### config.mk
export PLATFORM = sky130hd
export DESIGN_NAME = bcd_divider_seq
export DESIGN_NICKNAME = d
export VERILOG_FILES = /design/src/rtl/bcd_div_pkg.sv /design/src/rtl/bin2bcd_seq.sv /design/src/rtl/bcd_divider_seq.sv
export SDC_FILE = /design/constraint.sdc
export NUM_CORES = 1
export LEC_CHECK = 0
export BUFFER_PORTS_ARGS = -buffer_cell sky130_fd_sc_hd__buf_4
export CORE_MARGIN = 2
export CORE_UTILIZATION = 45
export DETAILED_ROUTE_END_ITERATION = 7
export HOLD_SLACK_MARGIN = 0.03
export PLACE_DENSITY_LB_ADDON = 0.08
export SYNTH_ARGS = -nofsm -noshare
export SYNTH_HDL_FRONTEND = slang
export SYNTH_HIERARCHICAL = 1
export SYNTH_SLANG_ARGS = --single-unit
export TNS_END_PERCENT = 20
### constraint.sdc
create_clock -name clk -period 4.5 [get_ports clk]
set_input_delay 0.45 -clock clk [delete_from_list [all_inputs] [get_ports clk]]
set_output_delay 0.45 -clock clk [all_outputs]
set_load 0.03 [all_outputs]
### src/rtl/bcd_div_pkg.sv
// Shared types and BCD helpers for the sequential BCD divider.
// Digit decode treats 4'hF as a blank key (value 0) and 4'hA..4'hE as errors.
package bcd_div_pkg;

  typedef enum logic [1:0] {IDLE, RUN, CONV, DONE} state_t;

  localparam logic [3:0] BCD_BLANK  = 4'hF;
  localparam int         BCD_MAXDIG = 4;

  function automatic logic bcd_digit_valid(input logic [3:0] nib);
    return (nib <= 4'd9) || (nib == BCD_BLANK);
  endfunction

  // Operands arrive zero-extended to BCD_MAXDIG digits; only the low ndig digits count.
  function automatic logic [13:0] bcd_to_bin(input logic [4*BCD_MAXDIG-1:0] bcd, input int ndig);
    logic [13:0] acc;
    logic [3:0]  nib;
    acc = '0;
    for (int i = BCD_MAXDIG - 1; i >= 0; i--) begin
      nib = bcd[4*i +: 4];
      if (i < ndig)
        acc = acc * 14'd10 + ((nib <= 4'd9) ? {10'd0, nib} : 14'd0);
    end
    return acc;
  endfunction

  function automatic logic bcd_any_err(input logic [4*BCD_MAXDIG-1:0] bcd, input int ndig);
    logic err;
    err = 1'b0;
    for (int i = 0; i < BCD_MAXDIG; i++)
      if (i < ndig && !bcd_digit_valid(bcd[4*i +: 4]))
        err = 1'b1;
    return err;
  endfunction

endpackage

### src/rtl/bin2bcd_seq.sv
// Sequential shift-add-3 converter for two W-bit values in parallel; W cycles after i_start.
// o_done is high during the final shift cycle; results hold until the next i_start.
module bin2bcd_seq
  import bcd_div_pkg::*;
#(
  parameter int W    = 7,
  parameter int NDIG = 2
) (
  input  logic              clk,
  input  logic              rst,
  input  logic              i_start,
  input  logic [W-1:0]      i_bin_a,
  input  logic [W-1:0]      i_bin_b,
  output logic [4*NDIG-1:0] o_bcd_a,
  output logic [4*NDIG-1:0] o_bcd_b,
  output logic              o_done
);

  localparam int CW = $clog2(W + 1);

  logic [W-1:0]      r_sh_a, r_sh_b;
  logic [CW-1:0]     r_cnt;
  logic              r_busy;
  logic [4*NDIG-1:0] w_adj_a, w_adj_b;

  function automatic logic [4*NDIG-1:0] add3(input logic [4*NDIG-1:0] v);
    logic [4*NDIG-1:0] o;
    o = v;
    for (int i = 0; i < NDIG; i++)
      if (v[4*i +: 4] >= 4'd5)
        o[4*i +: 4] = v[4*i +: 4] + 4'd3;
    return o;
  endfunction

  assign w_adj_a = add3(o_bcd_a);
  assign w_adj_b = add3(o_bcd_b);
  assign o_done  = r_busy && (r_cnt == CW'(1));

  always_ff @(posedge clk) begin
    if (rst) begin
      r_sh_a  <= '0;
      r_sh_b  <= '0;
      r_cnt   <= '0;
      r_busy  <= 1'b0;
      o_bcd_a <= '0;
      o_bcd_b <= '0;
    end else if (i_start) begin
      r_sh_a  <= i_bin_a;
      r_sh_b  <= i_bin_b;
      r_cnt   <= CW'(W);
      r_busy  <= 1'b1;
      o_bcd_a <= '0;
      o_bcd_b <= '0;
    end else if (r_busy) begin
      o_bcd_a <= (w_adj_a << 1) | (4*NDIG)'(r_sh_a[W-1]);
      o_bcd_b <= (w_adj_b << 1) | (4*NDIG)'(r_sh_b[W-1]);
      r_sh_a  <= r_sh_a << 1;
      r_sh_b  <= r_sh_b << 1;
      r_cnt   <= r_cnt - CW'(1);
      if (r_cnt == CW'(1))
        r_busy <= 1'b0;
    end
  end

endmodule

### src/rtl/bcd_divider_seq.sv
// Restoring BCD-operand divider: W+1 edges accept-to-result (2W+1 with BCD_DIV_BCD_OUT_EN), 1 edge on error.
// Result held in DONE until out_ready; in_ready low from accept until the result is taken.
module bcd_divider_seq
  import bcd_div_pkg::*;
#(
  parameter  int NDIG = 2,
  localparam int W    = $clog2(10**NDIG)
) (
  input  logic              clk,
  input  logic              rst,
  input  logic              in_valid,
  output logic              in_ready,
  input  logic [4*NDIG-1:0] a_bcd,
  input  logic [4*NDIG-1:0] b_bcd,
  output logic              out_valid,
  input  logic              out_ready,
  output logic [W-1:0]      quotient,
  output logic [W-1:0]      remainder,
  output logic              div_by_zero,
  output logic              bcd_err
`ifdef BCD_DIV_BCD_OUT_EN
  ,
  output logic [4*NDIG-1:0] quotient_bcd,
  output logic [4*NDIG-1:0] remainder_bcd
`endif
);

  localparam int IW = $clog2(W);

  state_t        r_state;
  logic [W-1:0]  r_a, r_b;
  logic [IW-1:0] r_idx;
  logic [W-1:0]  w_a_bin, w_b_bin;
  logic          w_err;
  logic [W:0]    w_rs, w_d;
  logic [W-1:0]  w_r_next;

  assign w_a_bin  = W'(bcd_to_bin(16'(a_bcd), NDIG));
  assign w_b_bin  = W'(bcd_to_bin(16'(b_bcd), NDIG));
  assign w_err    = bcd_any_err(16'(a_bcd), NDIG) || bcd_any_err(16'(b_bcd), NDIG);
  // Top bit of the W+1-bit difference is the borrow: set means the trial subtract failed.
  assign w_rs     = {remainder, r_a[r_idx]};
  assign w_d      = w_rs - {1'b0, r_b};
  assign w_r_next = w_d[W] ? w_rs[W-1:0] : w_d[W-1:0];

`ifdef BCD_DIV_BCD_OUT_EN
  logic              r_blank;
  logic              w_cv_start, w_cv_done;
  logic [4*NDIG-1:0] w_q_bcd, w_r_bcd;

  assign w_cv_start = (r_state == RUN) && (r_idx == '0);

  bin2bcd_seq #(.W(W), .NDIG(NDIG)) u_bin2bcd (
    .clk     (clk),
    .rst     (rst),
    .i_start (w_cv_start),
    .i_bin_a ({quotient[W-1:1], ~w_d[W]}),
    .i_bin_b (w_r_next),
    .o_bcd_a (w_q_bcd),
    .o_bcd_b (w_r_bcd),
    .o_done  (w_cv_done)
  );

  assign quotient_bcd  = r_blank ? {NDIG{BCD_BLANK}} : w_q_bcd;
  assign remainder_bcd = r_blank ? {NDIG{BCD_BLANK}} : w_r_bcd;

  always_ff @(posedge clk) begin
    if (rst)
      r_blank <= 1'b0;
    else if (in_valid && in_ready)
      r_blank <= w_err || (w_b_bin == '0);
  end
`endif

  always_ff @(posedge clk) begin
    if (rst) begin
      r_state     <= IDLE;
      r_a         <= '0;
      r_b         <= '0;
      r_idx       <= '0;
      quotient    <= '0;
      remainder   <= '0;
      div_by_zero <= 1'b0;
      bcd_err     <= 1'b0;
      out_valid   <= 1'b0;
      in_ready    <= 1'b1;
    end else begin
      case (r_state)
        IDLE: begin
          if (in_valid && in_ready) begin
            r_a         <= w_a_bin;
            r_b         <= w_b_bin;
            r_idx       <= IW'(W - 1);
            in_ready    <= 1'b0;
            bcd_err     <= w_err;
            div_by_zero <= !w_err && (w_b_bin == '0);
            if (w_err) begin
              quotient  <= '0;
              remainder <= '0;
              out_valid <= 1'b1;
              r_state   <= DONE;
            end else if (w_b_bin == '0) begin
              quotient  <= '1;
              remainder <= w_a_bin;
              out_valid <= 1'b1;
              r_state   <= DONE;
            end else begin
              quotient  <= '0;
              remainder <= '0;
              r_state   <= RUN;
            end
          end
        end
        RUN: begin
          remainder       <= w_r_next;
          quotient[r_idx] <= ~w_d[W];
          if (r_idx == '0) begin
`ifdef BCD_DIV_BCD_OUT_EN
            r_state   <= CONV;
`else
            r_state   <= DONE;
            out_valid <= 1'b1;
`endif
          end else begin
            r_idx <= r_idx - IW'(1);
          end
        end
`ifdef BCD_DIV_BCD_OUT_EN
        CONV: begin
          if (w_cv_done) begin
            r_state   <= DONE;
            out_valid <= 1'b1;
          end
        end
`endif
        DONE: begin
          if (out_ready) begin
            r_state   <= IDLE;
            out_valid <= 1'b0;
            in_ready  <= 1'b1;
          end
        end
        default: r_state <= IDLE;
      endcase
    end
  end

endmodule

### After elaboration in Yosys (flattened, before gate mapping)

Index checks and enable logic that the tools add are counted.

| word-level totals | value |
|---|---|
| register bits after elaboration | 37 |
| input port bits | 20 |
| output and inout port bits | 18 |
| logic and storage cells | 95 |

| cells by class | value |
|---|---|
| add/subtract/negate cells | 4 |
| multipliers | 2 |
| $lt $le $gt $ge | 6 |
| equal/unequal tests | 11 |
| multiplexer cells | 40 |
| bitwise operators | 1 |
| reductions and logical operators | 21 |

Operators by type and width:

| operator | count |
|---|---|
| $mux W7 | 7 |
| $pmux W7 S2 | 2 |
| $eq A4 B4 Y1 const B | 4 |
| $le A4 B4 Y1 const B | 4 |
| $mux W4 | 4 |
| $add A7 B4 Y7 | 2 |
| $mux W1 | 13 |
| $mul A4 B3 Y6 const B | 2 |
| $mux W2 | 5 |
| $reduce_and A3 Y1 | 3 |
| $ne A2 B2 Y1 const B | 4 |
| $sub A8 B7 Y8 | 1 |
| $bwmux W7 | 1 |
| $logic_not A7 Y1 | 1 |
| $mux W3 | 2 |
| $pmux W2 S3 | 1 |
| $pmux W3 S2 | 1 |
| $logic_or A1 B1 Y1 | 5 |
| $reduce_and A5 Y1 | 1 |
| $lt A3 B4 Y1 const B | 1 |
| $reduce_and A2 Y1 | 2 |
| $reduce_bool A2 Y1 | 2 |
| $bmux W1 S3 | 1 |
| $demux W1 S3 | 1 |
| other kinds (13) | 15 |

### Depth between registers and ports, before layout

Gate-level depths: netlist (run 1).

| logic depth | value |
|---|---|
| word-level depth | 9 |
| mapped depth | 14 |
| gate-level depth less buffers | 13 |

### Least setup slack after synthesis (run 1)

No wires, ideal clock.

| path | value |
|---|---|
| path type | input -> register |
| from | input port b_bcd[5] |
| to | register remainder[0] |
| data arrival time | 2.801 ns |
| data required time | 4.414 ns |
| setup slack | 1.613 ns |
| cell stages on the path | 11 |
| path buffers | 0 |
| path through | nor3b_4 ha_1 ha_1 inv_1 fa_1 xnor3_1 nand2_1 mux2i_1 and4b_1 nand4_1 a221oi_2 |

| between the ends | value |
|---|---|
| word-level cells in the longest chain between the ends | 9 |
| elaborated cells between the ends (all ways) | 13 |

Ends and longest elaborated chain:

| item | RTL line | source |
|---|---|---|
| from (decl) | bcd_divider_seq.sv:14 | `input logic [4*NDIG-1:0] b_bcd,` |
| $le A4 B4 Y1 | bcd_div_pkg.sv:11, bcd_div_pkg.sv:22 |  |
| $mux W4 | bcd_div_pkg.sv:22 | `acc = acc * 14'd10 + ((nib <= 4'd9) ? {10'd0, nib} : 14'd0);` |
| $mul A4 B3 Y6 | bcd_div_pkg.sv:22 |  |
| $add A7 B4 Y7 | bcd_div_pkg.sv:22 |  |
| $logic_not A7 Y1 | bcd_divider_seq.sv:102 | `end else if (w_b_bin == '0) begin` |
| $mux W7 | bcd_divider_seq.sv:102 |  |
| $mux W7 (*) | bcd_divider_seq.sv:97 | `if (w_err) begin` |
| $mux W7 (*) | bcd_divider_seq.sv:90 | `if (in_valid && in_ready) begin` |
| $pmux W7 S2 (*) | bcd_divider_seq.sv:88 | `case (r_state)` |
| to (signal assigned) | bcd_divider_seq.sv:104 | `remainder <= w_a_bin;` |
| to (signal assigned) | bcd_divider_seq.sv:115 | `remainder <= w_r_next;` |
| to (decl) | bcd_divider_seq.sv:18 | `output logic [W-1:0] remainder,` |

Mark *: on every way between the ends. The rest lies on a longest branch, timed or not. The select of a mux whose other input is x is not followed.
A chain may end at the register's enable or synchronous reset.

### Worst setup path in the final report (run 1)

| path | value |
|---|---|
| from | register r_idx[2] |
| to | register remainder[2] |

| between the ends | value |
|---|---|
| word-level cells in the longest chain between the ends | 5 |

Ends and longest elaborated chain:

| item | RTL line | source |
|---|---|---|
| from (decl) | bcd_divider_seq.sv:32 | `logic [IW-1:0] r_idx;` |
| from (signal assigned) | bcd_divider_seq.sv:93 | `r_idx <= IW'(W - 1);` |
| from (signal assigned) | bcd_divider_seq.sv:125 | `r_idx <= r_idx - IW'(1);` |
| $bmux W1 S3 | bcd_divider_seq.sv:42 | `assign w_rs = {remainder, r_a[r_idx]};` |
| $mux W1 (not written as such) | bcd_divider_seq.sv:42 |  |
| $sub A8 B7 Y8 | bcd_divider_seq.sv:43 | `assign w_d = w_rs - {1'b0, r_b};` |
| $mux W7 | bcd_divider_seq.sv:44 | `assign w_r_next = w_d[W] ? w_rs[W-1:0] : w_d[W-1:0];` |
| $pmux W7 S2 | bcd_divider_seq.sv:88 |  |

No other way between the ends. The select of a mux whose other input is x is not followed.

==> results of run 1 <==
-- logic make-up (layout without fill, tap and decap cells) --
group,after synthesis,count (layout),synth area share
adders and majority gates,23,23,0.122
buffers and inverters,28,59,0.0407
muxes,6,6,0.0249
DFF,37,37,0.283
AOI/OAI and AO/OA,91,91,0.221
and+or+nand+nor,122,122,0.243
xor gates and xnor gates,18,18,0.0656
-- per-stage QoR --
| stage | std cells | util | worst slack, ns | power, mW |
|---|---|---|---|---|
| CTS | 428 | 0.543 | 0.982 | 1.64 |
| finish | 428 | 0.543 | 0.982 | 1.63 |
| detailed placement | 421 | 0.527 | 1.02 | 1.40 |
| global placement | 421 | 0.527 | 1.15 | 1.40 |
| global route | 428 | 0.543 | 0.643 | 1.77 |
| floorplan | 325 | - | 1.61 | 1.19 |
-- flip-flops by register name (all words and copies together), names as in the netlist --
signal	flops
remainder	7
out_valid	1
r_a	7
div_by_zero	1
r_state	2
r_b	7
in_ready	1
r_idx	3
bcd_err	1
quotient	7
-- final timing paths --
| kind | startpoint | to | slack, ns | depth (start not counted) |
|---|---|---|---|---|
| setup / recovery | r_idx[2] | remainder[2] | 0.98 | 12 |
| hold / removal | b_bcd[0] | r_b[0] | 0.45 | 3 |
| setup reg to reg | r_idx[2] | remainder[2] | 0.98 | 12 |
| hold reg to reg | r_b[3] | r_b[3] | 0.46 | 2 |
-- power by group through the flow --
stage / logic [mW] / clock network, mW / registers (mW)
after floorplan: 0.672 / 0 / 0.517
after global placement: 0.905 / 0 / 0.490
after detailed placement: 0.907 / 0 / 0.492
after CTS: 0.912 / 0.242 / 0.484
after global routing: 1.02 / 0.256 / 0.498
final: 0.910 / 0.234 / 0.486
-- synthesized netlist by cell type, types with 2 or more instances --
| cell type | instances | area share |
|---|---|---|
| sky130_fd_sc_hd__nor4_1 | 2 | 0.0048 |
| sky130_fd_sc_hd__a311oi_1 | 2 | 0.0067 |
| sky130_fd_sc_hd__clkbuf_1 | 13 | 0.019 |
| sky130_fd_sc_hd__o21bai_1 | 2 | 0.0057 |
| sky130_fd_sc_hd__a31oi_1 | 10 | 0.024 |
| sky130_fd_sc_hd__nand2_1 | 30 | 0.043 |
| sky130_fd_sc_hd__a22oi_1 | 3 | 0.0086 |
| sky130_fd_sc_hd__nor3_1 | 5 | 0.0096 |
| sky130_fd_sc_hd__nand4_1 | 2 | 0.0048 |
| sky130_fd_sc_hd__o21a_1 | 4 | 0.011 |
| sky130_fd_sc_hd__ha_1 | 19 | 0.091 |
| sky130_fd_sc_hd__inv_1 | 14 | 0.020 |
| sky130_fd_sc_hd__nand2b_1 | 7 | 0.017 |
| sky130_fd_sc_hd__nand3b_1 | 3 | 0.0086 |
| sky130_fd_sc_hd__mux2_2 | 4 | 0.017 |
| sky130_fd_sc_hd__a21oi_1 | 34 | 0.065 |
| sky130_fd_sc_hd__xor2_1 | 9 | 0.030 |
| sky130_fd_sc_hd__fa_1 | 4 | 0.031 |
| sky130_fd_sc_hd__a21o_1 | 3 | 0.0086 |
| sky130_fd_sc_hd__and3b_1 | 2 | 0.0067 |
| sky130_fd_sc_hd__mux2i_1 | 2 | 0.0077 |
| sky130_fd_sc_hd__nor2b_1 | 12 | 0.029 |
| sky130_fd_sc_hd__nand3_1 | 13 | 0.025 |
| sky130_fd_sc_hd__a211oi_1 | 8 | 0.023 |
| sky130_fd_sc_hd__nor2_1 | 32 | 0.046 |
| sky130_fd_sc_hd__o2111ai_1 | 2 | 0.0067 |
| sky130_fd_sc_hd__xnor2_1 | 8 | 0.027 |
| sky130_fd_sc_hd__and3_1 | 3 | 0.0072 |
| sky130_fd_sc_hd__nor3b_1 | 4 | 0.011 |
| sky130_fd_sc_hd__dfxtp_1 | 37 | 0.28 |
| sky130_fd_sc_hd__o21ai_1 | 5 | 0.0096 |
| sky130_fd_sc_hd__o21ai_0 | 12 | 0.023 |
-- worst min-delay path: cells and delay by family --
family / cells / cell delay [ns]
simple gates: 1 / 0.06
buf+inv: 1 / 0.12
compound gates: 1 / 0.05
-- area by class of cell --
class / instances / area [µm²]
fillers: 546 / 2550
multi-input cells: 260 / 1770
flip-flops and latches: 37 / 741
repair buffers: 38 / 285
well taps: 72 / 90.1
clock buffers: 6 / 82.6
inverters: 14 / 52.6
clock inverters: 1 / 7.51
-- per-layer routing --
layer,share of wire,GRT usage,vias up
li1,-,-,1220
met3,0.040,0.0281,4
met1,0.50,0.286,1088
met2,0.45,0.326,46
met4,0.0066,0.0458,0
met5,0,0,-
==> implementation parameters, run 1 <==
Parameter                              Value

Synthesis
  Mean cell area of the mapped netlist    8.04 µm²
  Summed instance area of the synthesized netlist    0.00261 mm²
  Post-synthesis cell count    325
  Number of synthesized register bits    37
  Post-synthesis cell type count    47
  Total number of yosys warnings    6
  Number of nets in the synthesized netlist    ~370
  Sequential fraction of the synthesis area    0.283
  Count of flip-flops with a built-in enable after synthesis    0
  Post-synth top flop    sky130_fd_sc_hd__dfxtp_1
  Fraction of registers with async set/reset    0

Drt
  Number of nets with antenna violations after routing    0
  Wire length per cell    ~14 µm
  Routed vias/inst    between 5 and 6
  Initial DRT Pass Iterations    5
  First-iteration detailed-routing DRC count    178
  Number of remaining DRC errors    0
  Routed wire length    6030 µm
  Total via count in the routed design    2358

Clock network
  Post-CTS Hold Buffers    0
  H-tree levels    2
  CTS Buf Count    5
  Count of clock tree sinks    37
  Clock root buffer master    sky130_fd_sc_hd__clkbuf_8
  Number of buffers inserted by post-CTS setup repair    0
  Number of buffers on the longest clock path    2
  CTS clk-pin slew, worst paths    about 0.08 ns
  Clock tree from TritonCTS    built
  Number of gates resized after CTS    0
  Clock latency on the worst-skew pair    0.28 ns

Place
  Placer's final routability congestion estimate    0.783
  Placed cell areas    0.00294 mm²
  Port Buffer Count    37
  Detailed placer's ending HPWL    between 4000 and 5000 µm

Floorplan
  Die X-Extent    ~80 µm
  Die Ht    80.2 µm
  Initial cell density of the core    0.469
  Number of placed I/O pins    38
  Area of the die    around 0.0064 mm²
  Number of rows created at floorplan    27
  Standard cell core area    0.00557 mm²

Layout
  Nets@finish    between 300 and 400
  Layout cell share with drive strength beyond 1    0.154
  Commonest non-fill, non-tap cells in the layout    sky130_fd_sc_hd__buf_4 (38), sky130_fd_sc_hd__dfxtp_1 (37), sky130_fd_sc_hd__a21oi_1 (34)
  Number of diodes    0
  Post-layout instance area    ~0.003 mm²
  Synth-to-layout area growth    15.7%
  Most common cell after layout, fill and taps aside    sky130_fd_sc_hd__buf_4

Timing
  Setup-failing EPs final    0
  Post-layout min period    about 3.5 ns
  Final Skew    0.0119 ns
  RSZ-0062 raised after global routing    false
  Hold slack    about 0.45 ns
  Count of endpoints failing hold in the final timing report    0
  Final-report max-slew violation count    0
  Worst slew slack as a fraction of its limit    0.513
  Highest Clock Rate    0.284 GHz
  Slew at the pin closest to its max-slew limit    between 0.7 and 0.8 ns
  Fin Setup TNS    0 ns
  Final clock period utilization by the worst path    0.782

Setup path
  Buffer and inverter count on the worst path    0
  Worst Setup End Kind    register
  Slowest cell delay on critical path    0.67 ns
  Family with the most delay on the worst path    compound AO/OA/AOI/OAI gates
  Crit path max-delay cell type    sky130_fd_sc_hd__a211oi_4
  Worst EP required    between 4 and 5 ns
  Worst setup SP type    register
  Crit-path max FO    17
  Data arrival, critical path    ~3.7 ns
  Critical path class    reg2reg
  Cell breakdown of the critical path    mux2_2 -> nand2_1 -> a21oi_1 -> a311oi_1 -> ha_1 -> nor2b_1 -> o2111ai_1 -> nand2_1 -> a211oi_4 -> mux2_2 -> a22oi_1 -> o21ai_1

Pwr
  Portion of total power attributed to combinational logic    0.558
  Reg power frac    0.298
  Switching share of power    0.453
  Power density over the cells    ~540 mW/mm²
  Share of power burned in the clock network    0.144
  Static leakage    1.23 nW
  Cell-internal power    around 0.89 mW
  Net switching component of the power    between 0.7 and 0.8 mW
  VDD IR max    roughly 370 µV

Worst hold path
  Type of the most critical hold path    in2reg

Global route
  Grt total ovfl    0
  GRT Total Usage    0.202
  Via count of the first global-routing pass    2201
  Global-route wire length before repair    10300 µm
  Largest net degree at the start of global routing    38
  Antenna violations before repair    0

Run
  # Max-Cap Violations    0

Outcome
  Status    complete, no violations
Power figures use the tool's default switching activity.
==> run 2: changes to the inputs <==
- clock period: 4.5 -> 3.3 ns (I/O delays scaled with it)
==> implementation parameters, run 2 (synthesis results as in run 1) <==
Parameter                              Value

Setup path
  Data arrival, critical path    3.22 ns (-0.46 ns)
  Crit-path max FO    10 (-7)
  Worst EP required    3.51 ns (-1.16 ns)
  Worst Setup End Kind    register
  Worst setup SP type    register
  Slowest cell delay on critical path    0.41 ns (-0.26 ns)
  Crit path max-delay cell type    sky130_fd_sc_hd__dfxtp_1
  Cell breakdown of the critical path    mux2_2 -> nand2_1 -> a21oi_1 -> a311oi_1 -> ha_1 -> nor2b_1 -> o2111ai_1 -> nand2_1 -> a211oi_4 -> buf_4 -> mux2i_1 -> a21oi_1 -> a221oi_2
  Critical path class    reg2reg

Place
  Placer's final routability congestion estimate    0.795 (+1.5%)
  Placement-stage worst setup slack    0.0895 ns (-0.933 ns)
  Port Buffer Count    37 (unchanged)
  Detailed placer's ending HPWL    4760 µm (+3.5%)

Floorplan
  Die X-Extent    80.2 µm (unchanged)
  Standard cell core area    0.00557 mm² (unchanged)
  Area of the die    0.00643 mm² (unchanged)
  Number of placed I/O pins    38 (unchanged)
  Number of rows created at floorplan    27 (unchanged)
  Die Ht    80.2 µm (unchanged)
  Initial cell density of the core    0.469 (unchanged)

Timing
  Setup-failing EPs final    0 (unchanged)
  Min setup slack post-route    0.285 ns (-0.698 ns)
  Worst slew slack as a fraction of its limit    0.468 (-0.0444)
  Final Skew    0.00931 ns (-0.00257 ns)
  Final-report max-slew violation count    0 (unchanged)
  Final clock period utilization by the worst path    0.914 (+0.132)
  Post-layout min period    3.02 ns (-0.502 ns)
  Highest Clock Rate    0.332 GHz (+17%)
  Fin Setup TNS    0 ns (unchanged)
  RSZ-0062 raised after global routing    false
  Count of endpoints failing hold in the final timing report    0 (unchanged)
  Slew at the pin closest to its max-slew limit    0.790 ns (+0.0617 ns)

Pwr
  Power density over the cells    778 mW/mm² (+44%)
  VDD IR max    456 µV (+24%)
  Static leakage    1.28 nW (+4.1%)

Drt
  Routed wire length    6130 µm (+1.7%)
  First-iteration detailed-routing DRC count    122 (-31%)
  Routed vias/inst    5.46 (-0.84%)
  Wire length per cell    14.1 µm (-0.19%)
  Number of remaining DRC errors    0 (unchanged)
  Number of nets with antenna violations after routing    0 (unchanged)
  Initial DRT Pass Iterations    4 (-1)
  Total via count in the routed design    2382 (+1.0%)

Clock network
  H-tree levels    2 (unchanged)
  Clock tree from TritonCTS    built
  Number of buffers on the longest clock path    2 (unchanged)
  Clock latency on the worst-skew pair    0.30 ns (+0.02 ns)
  CTS clk-pin slew, worst paths    0.08 ns (about the same)
  Post-CTS Hold Buffers    0 (unchanged)
  Count of clock tree sinks    37 (unchanged)
  CTS Buf Count    5 (unchanged)
  Number of gates resized after CTS    0 (unchanged)
  Clock root buffer master    sky130_fd_sc_hd__clkbuf_8
  Number of buffers inserted by post-CTS setup repair    0 (unchanged)

Global route
  Via count of the first global-routing pass    2154 (-2.1%)
  Antenna violations before repair    0 (unchanged)
  Global-route wire length before repair    10400 µm (+1.1%)
  GRT Total Usage    0.206 (+0.00439)
  Largest net degree at the start of global routing    38 (unchanged)
  Grt total ovfl    0 (unchanged)

Layout
  Most common cell after layout, fill and taps aside    sky130_fd_sc_hd__buf_4
  Number of diodes    0 (unchanged)
  Commonest non-fill, non-tap cells in the layout    sky130_fd_sc_hd__buf_4 (45), sky130_fd_sc_hd__dfxtp_1 (37), sky130_fd_sc_hd__a21oi_1 (34)
  Nets@finish    406 (+1.8%)
  Layout cell share with drive strength beyond 1    0.173 (+0.0186)
  Synth-to-layout area growth    18.9%

Worst hold path
  Type of the most critical hold path    in2reg

Run
  # Max-Cap Violations    0 (unchanged)

Outcome
  Status    complete, no violations
-- run 2: per-layer routing --
| metal | track usage | vias to the layer above | share of wire |
|---|---|---|---|
| li1 | - | 1247 | - |
| met1 | 0.286 | 1088 | 0.50 |
| met2 | 0.333 | 41 | 0.45 |
| met3 | 0.0337 | 6 | 0.036 |
| met4 | 0.0559 | 0 | 0.011 |
| met5 | 0 | - | 0 |
-- run 2: where the power goes --
part | internal [mW] | leakage (nW) | switching (mW)
Clock | 0.246 | 0.0574 | 0.169
Sequential | 0.545 | 0.302 | 0.0944
Combinational | 0.581 | 0.921 | 0.783
Total | 1.37 | 1.28 | 1.05
-- run 2: path summary, 6_finish.rpt --
check,cells after the start,end,slack (ns),start
max,13,remainder[0],0.28,r_idx[2]
min,3,r_b[0],0.31,b_bcd[0]
min reg2reg,2,div_by_zero,0.46,div_by_zero
max reg2reg,13,remainder[0],0.28,r_idx[2]
-- run 2: worst max-delay path, delay by kind of cell, from the launching register on --
kind | cells | cell delay (ns)
buffers and inverters | 1 | 0.24
AOI/OAI and AO/OA | 6 | 1.22
muxes | 2 | 0.54
adders and majority gates | 1 | 0.26
DFF | 1 | 0.41
and+or+nand+nor | 3 | 0.28
-- run 2: area by class of cell --
type	count	area [µm²]
flip-flops and latches	37	741
clock buffers	6	82.6
repair buffers	45	338
fillers	551	2470
inverters	14	52.6
multi-input cells	260	1770
well taps	72	90.1
clock inverters	2	37.5
-- run 2: metrics by stage --
stage / hold slack (ns) / power, mW / std cells / utilization / instance area (µm²)
detailed placement: 0.452 / 2.00 / 428 / 0.536 / 2990
finish: 0.314 / 2.42 / 436 / 0.558 / 3110
CTS: 0.304 / 2.42 / 436 / 0.558 / 3110
global placement: 0.447 / 1.99 / 428 / 0.536 / 2990
floorplan: 0.432 / 1.62 / 325 / - / 2610
global route: 0.322 / 2.60 / 436 / 0.558 / 3110
==> run 3: changes to the inputs <==
- BUFFER_PORTS_ARGS: -buffer_cell sky130_fd_sc_hd__buf_4 -> -buffer_cell sky130_fd_sc_hd__buf_2
- PLACE_DENSITY: default -> 0.65
- PLACE_DENSITY_LB_ADDON: 0.08 -> default
==> implementation parameters, run 3 (synthesis results as in run 1) <==
Parameter                              Value

Setup path
  Flop2flop setup slack    0.29 ns (about the same)
  Launch point of the worst reg-to-reg path    r_idx[2]
  Crit path max-delay cell type    sky130_fd_sc_hd__dfxtp_1
  Reg-to-Reg End    remainder[3]
  Crit-path max FO    3 (-7)
  Worst Reg-to-Reg Cells    13 (unchanged)
  Family with the most delay on the worst path    compound AO/OA/AOI/OAI gates
  Buffer and inverter count on the worst path    1 (unchanged)
  Critical path class    reg2reg
  Worst EP required    3.47 ns (-0.04 ns)
  Slowest cell delay on critical path    0.38 ns (-0.03 ns)
  Worst setup SP type    register
  Worst Setup End Kind    register
  Cell breakdown of the critical path    mux2_2 -> nand2_1 -> a21oi_1 -> a311oi_1 -> ha_1 -> nor2b_1 -> o2111ai_1 -> nand2_1 -> a211oi_4 -> buf_4 -> mux2_2 -> a22oi_1 -> o21ai_1
  Data arrival, critical path    3.18 ns (-0.04 ns)

Clock network
  H-tree levels    2 (unchanged)
  Number of gates resized after CTS    0 (unchanged)
  Number of buffers on the longest clock path    2 (unchanged)
  Clock root buffer master    sky130_fd_sc_hd__clkbuf_8
  Clock latency on the worst-skew pair    0.29 ns (about the same)
  Count of clock tree sinks    37 (unchanged)
  CTS Buf Count    5 (unchanged)
  CTS clk-pin slew, worst paths    0.07 ns (about the same)
  Clock tree from TritonCTS    built

Timing
  Post-layout min period    3.01 ns (-0.00216 ns)
  RSZ-0062 raised after global routing    false
  Final clock period utilization by the worst path    0.913 (about the same)
  Highest Clock Rate    0.332 GHz (about the same)
  Slew at the pin closest to its max-slew limit    0.670 ns (-0.120 ns)
  Final Skew    0.00792 ns (-0.00139 ns)
  Count of endpoints failing hold in the final timing report    0 (unchanged)
  Fin Setup TNS    0 ns (unchanged)
  Worst slew slack as a fraction of its limit    0.553 (+0.0850)
  Final-report max-slew violation count    0 (unchanged)
  Setup-failing EPs final    0 (unchanged)
  Min setup slack post-route    0.287 ns (+0.00216 ns)

Layout
  Layout cell share with drive strength beyond 1    0.177 (+0.00403)
  Commonest non-fill, non-tap cells in the layout    sky130_fd_sc_hd__dfxtp_1 (37), sky130_fd_sc_hd__buf_2 (37), sky130_fd_sc_hd__a21oi_1 (34)
  Number of diodes    0 (unchanged)
  Synth-to-layout area growth    14.8%
  Nets@finish    409 (+0.74%)
  Area of the multi-input gates    0.00177 mm² (unchanged)
  Filler cells    554 (+0.54%)
  Register area    741 µm² (unchanged)

Drt
  Total via count in the routed design    2392 (+0.42%)
  Routed wire length    6150 µm (+0.26%)
  Initial DRT Pass Iterations    4 (unchanged)
  Number of remaining DRC errors    0 (unchanged)
  Number of nets with antenna violations after routing    0 (unchanged)
  First-iteration detailed-routing DRC count    169 (+39%)
  Routed vias/inst    5.45 (-0.27%)
  Wire length per cell    14.0 µm (-0.42%)

Place
  Port Buffer Count    37 (unchanged)
  Placement-stage worst setup slack    0.138 ns (+0.0481 ns)
  Placer's final routability congestion estimate    0.850 (+6.9%)
  Detailed placer's ending HPWL    4720 µm (-0.78%)

Floorplan
  Area of the die    0.00643 mm² (unchanged)
  Die X-Extent    80.2 µm (unchanged)
  Standard cell core area    0.00557 mm² (unchanged)
  Die Ht    80.2 µm (unchanged)
  Number of placed I/O pins    38 (unchanged)
  Number of rows created at floorplan    27 (unchanged)
  Initial cell density of the core    0.469 (unchanged)

Pwr
  Net switching component of the power    1.04 mW (-0.38%)
  Cell-internal power    1.29 mW (-5.7%)
  Power density over the cells    779 mW/mm² (about the same)
  Share of power burned in the clock network    0.128 (-0.044)
  Static leakage    1.27 nW (-1.2%)
  VDD IR max    422 µV (-7.5%)
  Portion of total power attributed to combinational logic    0.601 (+0.037)
  Reg power frac    0.272 (+0.008)
  Switching share of power    0.446 (+0.0136)

Global route
  Antenna violations before repair    0 (unchanged)
  Grt total ovfl    0 (unchanged)
  Via count of the first global-routing pass    2191 (+1.7%)
  Largest net degree at the start of global routing    38 (unchanged)
  GRT Total Usage    0.199 (-0.00775)
  Global-route wire length before repair    10100 µm (-2.9%)

Worst hold path
  Type of the most critical hold path    in2reg
  Hold endpoint    r_a[0]
  Hold Path Cell Cnt    3 (unchanged)
  Launch point of the worst hold path    a_bcd[0]

Run
  # Max-Cap Violations    0 (unchanged)

Outcome
  Status    complete, no violations
-- run 3: changes by cell type in the layout (fill, tap and decap cells not counted) --
cell	previous run	this run
sky130_fd_sc_hd__clkbuf_1	0	1
sky130_fd_sc_hd__buf_4	45	11
sky130_fd_sc_hd__bufinv_16	1	0
sky130_fd_sc_hd__clkinvlp_4	1	0
sky130_fd_sc_hd__buf_2	0	37
sky130_fd_sc_hd__clkbuf_8	6	5
sky130_fd_sc_hd__clkinv_2	0	2
-- run 3: what timing repair did --
| action | 4_1_cts | 5_1_grt |
|---|---|---|
| hold buffers | 0 | 0 |
| setup buffers | 0 | 2 |
| endpoints found under the hold margin | 0 | 0 |
| setup endpoints to repair | 0 | 1 |
-- run 3: worst max-delay path by stage --
| stage | from | to | cells past startpoint |
|---|---|---|---|
| after CTS | r_idx[2] | remainder[0] | 13 |
| after floorplan | r_idx[0] | remainder[2] | 13 |
| after global routing | r_idx[2] | remainder[3] | 13 |
| after detailed placement | b_bcd[7] | quotient[5] | 12 |
| final | r_idx[2] | remainder[3] | 13 |
| after global placement | b_bcd[7] | quotient[5] | 12 |
-- run 3: final cells by class --
type | instances | area share
Clock buffer | 6 | 0.0242
Clock inverter | 2 | 0.00334
Inverter | 14 | 0.0175
Multi-Input combinational cell | 260 | 0.589
Sequential cell | 37 | 0.247
Tap cell | 72 | 0.0300
Timing Repair Buffer | 48 | 0.0892
-- run 3: power by group through the flow --
| stage | Sequential (mW) | Combinational, mW | Clock, mW |
|---|---|---|---|
| 6_report | 0.635 | 1.40 | 0.298 |
| 5_1_grt | 0.651 | 1.55 | 0.326 |
| 4_1_cts | 0.635 | 1.33 | 0.307 |
| 3_5_place_dp | 0.644 | 1.32 | 0 |
| 3_3_place_gp | 0.643 | 1.31 | 0 |
| 2_1_floorplan | 0.706 | 0.916 | 0 |
-- run 3: routing by layer --
layer  wire [µm]  global-route usage
met4          83              0.0475
met3         247              0.0404
met1        2990               0.273
met2        2830               0.320
met5           0                   0
-- run 3: tightest hold or removal path: stages --
cell and delay, ns:
sky130_fd_sc_hd__buf_2 0.12, sky130_fd_sc_hd__nand3_1 0.06, sky130_fd_sc_hd__a21oi_1 0.06
-- run 3: per-stage QoR --
step,power [mW],hold slack (ns),std cells,util,cell area [µm²]
6_report,2.34,0.328,439,0.538,3000
5_1_grt,2.52,0.340,439,0.538,3000
4_1_cts,2.28,0.325,437,0.536,2990
3_5_place_dp,1.97,0.449,429,0.521,2900
3_3_place_gp,1.96,0.445,429,0.521,2900
2_1_floorplan,1.62,0.432,325,-,2610
